### src/rtl/pmem_arbiter_if.sv
// Client-side and pmem-side bus bundle for the pmem arbiter.
// The arbiter takes the slave view; clients plus memory take the master view.
interface pmem_arbiter_if #(
    parameter int NUM_PORTS  = 2,
    parameter int ADDR_WIDTH = 16,
    parameter int LINE_WIDTH = 128
);
    logic [NUM_PORTS-1:0]            cli_read;
    logic [NUM_PORTS-1:0]            cli_write;
    logic [NUM_PORTS*ADDR_WIDTH-1:0] cli_address;
    logic [NUM_PORTS*LINE_WIDTH-1:0] cli_wdata;
    logic [NUM_PORTS-1:0]            cli_resp;
    logic [LINE_WIDTH-1:0]           cli_rdata;
    logic                            pmem_resp;
    logic [LINE_WIDTH-1:0]           pmem_rdata;
    logic                            pmem_read;
    logic                            pmem_write;
    logic [ADDR_WIDTH-1:0]           pmem_address;
    logic [LINE_WIDTH-1:0]           pmem_wdata;

    modport slave (
        input  cli_read, cli_write, cli_address, cli_wdata,
        input  pmem_resp, pmem_rdata,
        output cli_resp, cli_rdata,
        output pmem_read, pmem_write, pmem_address, pmem_wdata
    );

    modport master (
        output cli_read, cli_write, cli_address, cli_wdata,
        output pmem_resp, pmem_rdata,
        input  cli_resp, cli_rdata,
        input  pmem_read, pmem_write, pmem_address, pmem_wdata
    );
endinterface

### src/rtl/pmem_arbiter.sv
// Round-robin N-client arbiter in front of the single physical memory port.
// One transaction in flight; the winning request is latched at grant.
module pmem_arbiter #(
    parameter int NUM_PORTS  = 2,
    parameter int ADDR_WIDTH = 16,
    parameter int LINE_WIDTH = 128
) (
    input  logic          clk,
    input  logic          rst_n,
    pmem_arbiter_if.slave bus
);
    localparam int IDX_W = (NUM_PORTS > 1) ? $clog2(NUM_PORTS) : 1;

    typedef enum logic [1:0] {
        S_IDLE = 2'd0,
        S_BUSY = 2'd1,
        S_DONE = 2'd2
    } state_t;

    state_t                r_state;
    state_t                w_state_nxt;
    logic [IDX_W-1:0]      r_last_grant;
    logic                  r_is_write;
    logic [ADDR_WIDTH-1:0] r_addr;
    logic [LINE_WIDTH-1:0] r_wdata;

    logic [NUM_PORTS-1:0]  w_req;
    logic                  w_found;
    logic [IDX_W-1:0]      w_pick;
    logic                  w_pick_write;
    logic [ADDR_WIDTH-1:0] w_pick_addr;
    logic [LINE_WIDTH-1:0] w_pick_wdata;
    logic                  w_take;

    assign w_req  = bus.cli_read | bus.cli_write;
    assign w_take = (r_state == S_IDLE) && w_found;

    // Round-robin pick: indices above the last grant first, then wrap around.
    always_comb begin
        w_found = 1'b0;
        w_pick  = r_last_grant;
        for (int i = 0; i < NUM_PORTS; i++) begin
            if (!w_found && w_req[i] && (IDX_W'(i) > r_last_grant)) begin
                w_found = 1'b1;
                w_pick  = IDX_W'(i);
            end
        end
        for (int i = 0; i < NUM_PORTS; i++) begin
            if (!w_found && w_req[i] && (IDX_W'(i) <= r_last_grant)) begin
                w_found = 1'b1;
                w_pick  = IDX_W'(i);
            end
        end
    end

    // Select the picked client's op, address and line; write wins over read.
    always_comb begin
        w_pick_write = 1'b0;
        w_pick_addr  = '0;
        w_pick_wdata = '0;
        for (int i = 0; i < NUM_PORTS; i++) begin
            if (IDX_W'(i) == w_pick) begin
                w_pick_write = bus.cli_write[i];
                w_pick_addr  = bus.cli_address[i*ADDR_WIDTH +: ADDR_WIDTH];
                w_pick_wdata = bus.cli_wdata[i*LINE_WIDTH +: LINE_WIDTH];
            end
        end
    end

    // State register.
    always_ff @(posedge clk or negedge rst_n) begin
        if (!rst_n) begin
            r_state <= S_IDLE;
        end else begin
            r_state <= w_state_nxt;
        end
    end

    // Next state, pmem strobes and the completion pulse to the granted client.
    always_comb begin
        w_state_nxt    = r_state;
        bus.pmem_read  = 1'b0;
        bus.pmem_write = 1'b0;
        bus.cli_resp   = '0;
        unique case (r_state)
            S_IDLE: begin
                if (w_found) begin
                    w_state_nxt = S_BUSY;
                end
            end
            S_BUSY: begin
                bus.pmem_read  = ~r_is_write;
                bus.pmem_write = r_is_write;
                for (int i = 0; i < NUM_PORTS; i++) begin
                    bus.cli_resp[i] = bus.pmem_resp &&
                                      (IDX_W'(i) == r_last_grant);
                end
                if (bus.pmem_resp) begin
                    w_state_nxt = S_DONE;
                end
            end
            S_DONE: begin
                w_state_nxt = S_IDLE;
            end
            default: begin
                w_state_nxt = S_IDLE;
            end
        endcase
    end

    // Latch the winning request and move the priority pointer at grant.
    always_ff @(posedge clk or negedge rst_n) begin
        if (!rst_n) begin
            r_last_grant <= IDX_W'(NUM_PORTS - 1);
            r_is_write   <= 1'b0;
            r_addr       <= '0;
            r_wdata      <= '0;
        end else if (w_take) begin
            r_last_grant <= w_pick;
            r_is_write   <= w_pick_write;
            r_addr       <= w_pick_addr;
            r_wdata      <= w_pick_wdata;
        end
    end

    assign bus.pmem_address = r_addr;
    assign bus.pmem_wdata   = r_wdata;
    assign bus.cli_rdata    = bus.pmem_rdata;

endmodule

### src/flat_wrapper.sv
// flat-port wrapper written by rule: the top's interface ports become plain ports
module pmem_arbiter_flat 
#(
    parameter int NUM_PORTS  = 2,
    parameter int ADDR_WIDTH = 16,
    parameter int LINE_WIDTH = 128
)
  (clk, rst_n, bus_cli_read, bus_cli_write, bus_cli_address, bus_cli_wdata, bus_pmem_resp, bus_pmem_rdata, bus_cli_resp, bus_cli_rdata, bus_pmem_read, bus_pmem_write, bus_pmem_address, bus_pmem_wdata);
  pmem_arbiter_if #(.NUM_PORTS(NUM_PORTS), .ADDR_WIDTH(ADDR_WIDTH), .LINE_WIDTH(LINE_WIDTH)) bus_i ();
  input  logic clk;
  input  logic rst_n;
  input wire logic [$bits(bus_i.cli_read)-1:0] bus_cli_read;
  input wire logic [$bits(bus_i.cli_write)-1:0] bus_cli_write;
  input wire logic [$bits(bus_i.cli_address)-1:0] bus_cli_address;
  input wire logic [$bits(bus_i.cli_wdata)-1:0] bus_cli_wdata;
  input wire logic [$bits(bus_i.pmem_resp)-1:0] bus_pmem_resp;
  input wire logic [$bits(bus_i.pmem_rdata)-1:0] bus_pmem_rdata;
  output wire logic [$bits(bus_i.cli_resp)-1:0] bus_cli_resp;
  output wire logic [$bits(bus_i.cli_rdata)-1:0] bus_cli_rdata;
  output wire logic [$bits(bus_i.pmem_read)-1:0] bus_pmem_read;
  output wire logic [$bits(bus_i.pmem_write)-1:0] bus_pmem_write;
  output wire logic [$bits(bus_i.pmem_address)-1:0] bus_pmem_address;
  output wire logic [$bits(bus_i.pmem_wdata)-1:0] bus_pmem_wdata;
  assign bus_i.cli_read = bus_cli_read;
  assign bus_i.cli_write = bus_cli_write;
  assign bus_i.cli_address = bus_cli_address;
  assign bus_i.cli_wdata = bus_cli_wdata;
  assign bus_i.pmem_resp = bus_pmem_resp;
  assign bus_i.pmem_rdata = bus_pmem_rdata;
  assign bus_cli_resp = bus_i.cli_resp;
  assign bus_cli_rdata = bus_i.cli_rdata;
  assign bus_pmem_read = bus_i.pmem_read;
  assign bus_pmem_write = bus_i.pmem_write;
  assign bus_pmem_address = bus_i.pmem_address;
  assign bus_pmem_wdata = bus_i.pmem_wdata;
  pmem_arbiter #(.NUM_PORTS(NUM_PORTS), .ADDR_WIDTH(ADDR_WIDTH), .LINE_WIDTH(LINE_WIDTH)) u_core (.clk(clk), .rst_n(rst_n), .bus(bus_i));
endmodule
### config.mk
export PLATFORM = sky130hd
export DESIGN_NAME = pmem_arbiter_flat
export DESIGN_NICKNAME = d
export VERILOG_FILES = /design/src/rtl/pmem_arbiter_if.sv /design/src/rtl/pmem_arbiter.sv /design/src/flat_wrapper.sv
export SDC_FILE = /design/constraint.sdc
export NUM_CORES = 1
export LEC_CHECK = 0
export ABC_AREA = 1
export BUFFER_PORTS_ARGS = -buffer_cell sky130_fd_sc_hd__buf_2
export CAP_MARGIN = 20
export CORE_AREA = 2 2 270 272
export CTS_BUF_LIST = sky130_fd_sc_hd__clkbuf_8 sky130_fd_sc_hd__clkbuf_16
export DETAILED_ROUTE_END_ITERATION = 7
export DIE_AREA = 0 0 272 274
export PLACE_DENSITY = 0.41
export SLEW_MARGIN = 25
export SYNTH_ARGS = -nofsm -noshare
export SYNTH_HDL_FRONTEND = slang
export SYNTH_SLANG_ARGS = --single-unit
### constraint.sdc
create_clock -name clk -period 1.5 [get_ports clk]
set_input_delay 0 -clock clk [delete_from_list [all_inputs] [get_ports clk]]
set_output_delay 0 -clock clk [all_outputs]
set_load 0.005 [all_outputs]
; Word-level counts from Yosys, hierarchy flattened
; Index checks and enable logic that the tools add are counted.
[totals]
ff_bits = 148
inputBits = 423
[op_classes]
order_cmp = 4
eq_ne = 3
muxes = 17
bitwise = 3
reduce_logical = 15
[op_table]
columns = cell, n
row1 = 128-bit 2-to-1 mux, 1
row2 = 16-bit 2-to-1 mux, 1
row3 = 1-bit 2-to-1 mux, 11
row4 = 1-bit logical AND, 10
row5 = 2-bit 2-to-1 mux, 3
row6 = 2-bit case mux with 2 select lines, 1
row7 = 1-bit logical NOT, 3
row8 = "2-bit by 1-bit == test with 1-bit output, second input constant", 1
row9 = "1-bit greater-than comparator, first input constant", 2
row10 = "1-bit <= comparator, first input constant", 2
row11 = 2-bit logical NOT, 1
row12 = "2-bit by 1-bit != test with 1-bit output, second input constant", 1
row13 = "2-bit != test, second input constant", 1
row14 = 1-bit NOT, 2
row15 = 2-bit OR, 1
row16 = 2-bit AND reduction, 1

; Logic depth before layout (Yosys ltp)
[depth]
ltp_word = 17
mapped_depth = 8

; Worst setup path before layout
; OpenSTA, ideal clock, no wires.
[synth_timing]
path_kind = register to register
start = reg u_core.r_last_grant
end = reg u_core.r_wdata[27] (netlist: u_core.bus.pmem_wdata[27])
setup_time_ns = 0.117
arrival_ns = 1.254
t_required_ns = 1.383
path_slack_ns = 0.129
path_stages_with_launch = 9
path_buffers = 3
period_less_slack_ns = 1.371
path_cell_list = dfstp_2 > inv_2 > nand2_2 > buf_6 > buf_12 > buf_8 > nand3_2 > nand3_1 > nand2_1
[synth_between]
elab_chain_len = 16
word_cells_on_any_way = 24
classes_between = 4 x order compare / 9 x mux / 11 x reduce/logical
[synth_lines]
columns = item, line_no
row1 = "start, declared", pmem_arbiter.sv:22  ; logic [IDX_W-1:0] r_last_grant;
row2 = "start signal, assigned", pmem_arbiter.sv:114  ; r_last_grant <= IDX_W'(NUM_PORTS - 1);
row3 = "start signal, assigned", pmem_arbiter.sv:119  ; r_last_grant <= w_pick;
row4 = 1-bit greater-than comparator, pmem_arbiter.sv:43  ; if (!w_found && w_req[i] && (IDX_W'(i) > r_last_grant)) begin
row5 = 1-bit logical AND, pmem_arbiter.sv:43
row6 = 1-bit 2-to-1 mux, pmem_arbiter.sv:43
row7 = 1-bit logical NOT, pmem_arbiter.sv:43
row8 = 1-bit logical AND (2 in a row), pmem_arbiter.sv:43
row9 = 1-bit 2-to-1 mux, pmem_arbiter.sv:43
row10 = 1-bit logical NOT, pmem_arbiter.sv:49  ; if (!w_found && w_req[i] && (IDX_W'(i) <= r_last_grant)) begin
row11 = 1-bit logical AND (2 in a row), pmem_arbiter.sv:49
row12 = 1-bit 2-to-1 mux, pmem_arbiter.sv:49
row13 = 1-bit logical NOT, pmem_arbiter.sv:49
row14 = 1-bit logical AND (2 in a row), pmem_arbiter.sv:49
row15 = 1-bit 2-to-1 mux, pmem_arbiter.sv:49
row16 = 128-bit 2-to-1 mux or 1-bit logical AND (tied branches), "pmem_arbiter.sv:62, pmem_arbiter.sv:36"
row17 = "end signal, assigned", pmem_arbiter.sv:122  ; r_wdata <= w_pick_wdata;
row18 = "end, declared", pmem_arbiter.sv:25  ; logic [LINE_WIDTH-1:0] r_wdata;
; Several ways; a longest one is shown, not always the timed one.
; A chain may end at the register's enable or synchronous reset.

; Worst setup path in the final report
[layout_timing]
start = reg u_core.r_last_grant
end = reg u_core.r_wdata[44] (netlist: u_core.bus.pmem_wdata[44])
; The elaborated chain is that of the path after synthesis.

==> results.txt <==
Global-route wire length before repair: 64,400 µm
FF-to-FF setup slack: -0.06 ns
Ys flop type: dfrtp_1
Worst-skew pair later-pin latency: 0.48 ns
Total I/O pin count: 699
Post-synthesis sequential area ratio: 0.381
Via density: 3.54
GPL Wtd Cong: 0.783
Syn Area/Cell: 7.00 µm²
Multiplexer area fraction after synthesis: 0
Final Hold Violating Endpoints: 0
Dpl cell area: 0.0128 mm²
Fin area: 0.0173 mm²
Tot GR Track Use: 0.115
Cell total after placement: 2,688
Async SR Flop Fraction: 1.00
Largest family of logic cells by synthesized area: simple AND/OR/NAND/NOR gates
Core region area: 0.0720 mm²
Post-Synth Simple-Gate Area: 0.351
Area share of fa/ha/maj cells after synthesis: 0
Vias in the first global route: 11,000
Drt total wl: 45,300 µm
Antenna viol nets, final: 0
Slowest-stage cell, CP: dfstp_2
Top post-synthesis cells by area: dfrtp_1 (38%), nand2_1 (17%), nand3_1 (12%), inv_1 (11%), buf_4 (10%)
Worst hold slack: 0.00000167 ns
Most used cell along the critical path: buf_12
Fin cells: 3,036
Die ar.: 0.0745 mm²
CP max stage delay: 0.57 ns
Startpoint Class: register
Worst path required time: 1.92 ns
CP Capture Type: register
Clk pin slew, worst setup/hold paths: 0.07 ns
Post-Syn Instances: 1,390
WP data arrival: 1.98 ns
Drt drc: 0
Final setup vio count: 82
Vias after detailed routing: 10,700
Std cell rows: 99
Synth unique cells: 23
End point of the critical path: u_core.bus.pmem_wdata[44]$_DFFE_PN0P_
Commonest cells after routing, fill and taps aside: buf_2 (441), nand2_1 (395), inv_1 (291), dlygate4sd3_1 (291), nand3_1 (196)
Cell breakdown of the critical path: inv_4 > nand2_8 > nand2_8 > buf_12 > buf_12 > buf_12 > nand2_2 > nand3_2 > nand2_1
Area grow syn2layout: 77.5%
CTS Sinks: 148
Cts bufs inserted: 17
Buffers on Ports: 442
#FFs+latches synth: 148
RSZ-0062 raised after global routing: true
Largest area contributor in the synthesized netlist: dfrtp_1
Fin crit period: 1.56 ns
Ys Warns: 0
Post-Place Worst Slack: -0.0702 ns
Synth top area share: 0.378
PnR worst setup slack: -0.0599 ns
TritonRoute pass-1 iters: 5
H-tree depth: 4
DR iter-0 viols: 418
Die height: 274 µm
Post-synth EDFFs: 0
Critical path class: register to register
Final period util: 1.04
Peak VDD IR: 0.000628 V
Inserted Diodes: 0
Slew Limit Fails: 0
Syn Nets: 1,813
Most common cell after layout, fill and taps aside: buf_2
Leak Pwr: 9.65 nW
CP startpoint: u_core.r_last_grant$_DFFE_PN1P_
Die Width: 272 µm
Pwr dens: 1610 mW/mm²
Reg-to-Reg Start: u_core.r_last_grant$_DFFE_PN1P_
Initial antenna violation count: 4
Compound-gate portion of the synthesized area: 0.00244
FF+latch area: 0.00370 mm²
Finished Core Util: 0.240
CTS Buffer Depth: 2
Crit-path max FO: 8
Relative slew slack: 0.681
Fmax achieved: 0.641 GHz
Tightest Hold Check Type: primary input to output pin
CTS tree: done
Routed wire per std cell: 14.9 µm
Largest net degree at the start of global routing: 46
Fin nets: 2,487
Synthesized cell area: 0.00973 mm²
Worst Hold Depth: 0
Root Buffer: clkbuf_16
Multi-input logic area: 0.00385 mm²
Starting density of the core: 0.135
R2r worst-path depth: 9
GRT Residual Overflow: 0
# Max-Cap Violations: 0
Outcome: finished with violations
Clk_skew: 0.0126 ns
Fillers: 7,965
HPWL Detailed: 30,300 µm
Worst r2r dst: u_core.bus.pmem_wdata[44]$_DFFE_PN0P_
Failing checks: negative setup slack
Worst slew pin tran: 0.479 ns
Share of cells above drive strength 1: 0.361
Xor/xnor cell area share of the yosys netlist: 0
## cell usage after synthesis (2+ instances only)
cell,count
buf_1,2
buf_8,10
buf_4,131
nand2_2,2
nor3_1,2
o21ai_0,2
nand2_4,2
clkbuf_1,14
buf_2,44
inv_1,291
nand3_2,50
nand2_1,438
nor2_1,5
buf_6,4
nand3_1,239
dfrtp_1,147
## cells by family after synthesis
family	count (synthesis)
AND/OR/NAND/NOR	739
buffers and inverters	499
flip-flops	148
AO/OA/AOI/OAI	4
## power breakdown
part           internal [mW]  total, mW  switching (mW)
logic                   7.40       15.9            8.46
clock network           2.49       4.64            2.14
registers               6.09       7.29            1.20
## stage by stage
stage | power [mW] | setup TNS [ns]
6_report | 27.8 | -1.85
5_1_grt | 30.3 | -13.11
4_1_cts | 27.0 | -7.24
3_5_place_dp | 20.8 | -0.562
3_3_place_gp | 20.8 | -0.469
2_1_floorplan | 14.0 | 0
## worst min path at each step
stage / slack, ns / startpoint / end
global placement: -0.002 / rst_n / u_core.bus.pmem_wdata[39]$_DFFE_PN0P_
finish: 0.000002 / bus_pmem_rdata[101] / bus_cli_rdata[101]
global route: 0.000008 / bus_pmem_rdata[71] / bus_cli_rdata[71]
CTS: 0.00003 / bus_pmem_rdata[103] / bus_cli_rdata[103]
detailed placement: -0.007 / rst_n / u_core.bus.pmem_wdata[40]$_DFFE_PN0P_
floorplan: -0.30 / rst_n / u_core.bus.pmem_address[0]$_DFFE_PN0P_
## per-layer routing
metal | wire [µm] | up-vias | share of wire | global-route usage
met5 | 27 | - | 0.00060 | 0
met4 | 1530 | 4 | 0.034 | 0.0506
met3 | 2820 | 77 | 0.062 | 0.0384
met2 | 21100 | 414 | 0.47 | 0.183
met1 | 19800 | 4881 | 0.44 | 0.141
li1 | - | 5365 | - | -
## registers in the layout (all words and copies together), names as in the netlist
| signal | count |
|---|---|
| u_core.bus.pmem_wdata | 128 |
| u_core.bus.pmem_address | 16 |
| u_core.r_state | 2 |
| u_core.r_is_write | 1 |
| u_core.r_last_grant | 1 |
## critical path, delay by kind of cell, from the launching register on
family                 cells  cell delay (ns)
DFF                        1             0.57
buffers and inverters      4             0.51
and+or+nand+nor            5             0.42
## area by class of cell
cell class	count	area share
Timing Repair Buffer	861	0.393
Multi-Input combinational cell	743	0.223
Tap cell	959	0.0695
Inverter	293	0.0646
Sequential cell	148	0.215
Clock buffer	17	0.0246
Clock inverter	15	0.0100
## repair_timing
action	4_1_cts	5_1_grt
buffers inserted	6	9
hold endpoints to repair	294	0
hold buffers	291	0
cloned	3	8
endpoints found under the setup margin	76	146
pin swaps	5	23
resized for setup	29	105
No activity file was read; power rests on OpenSTA's default activity.
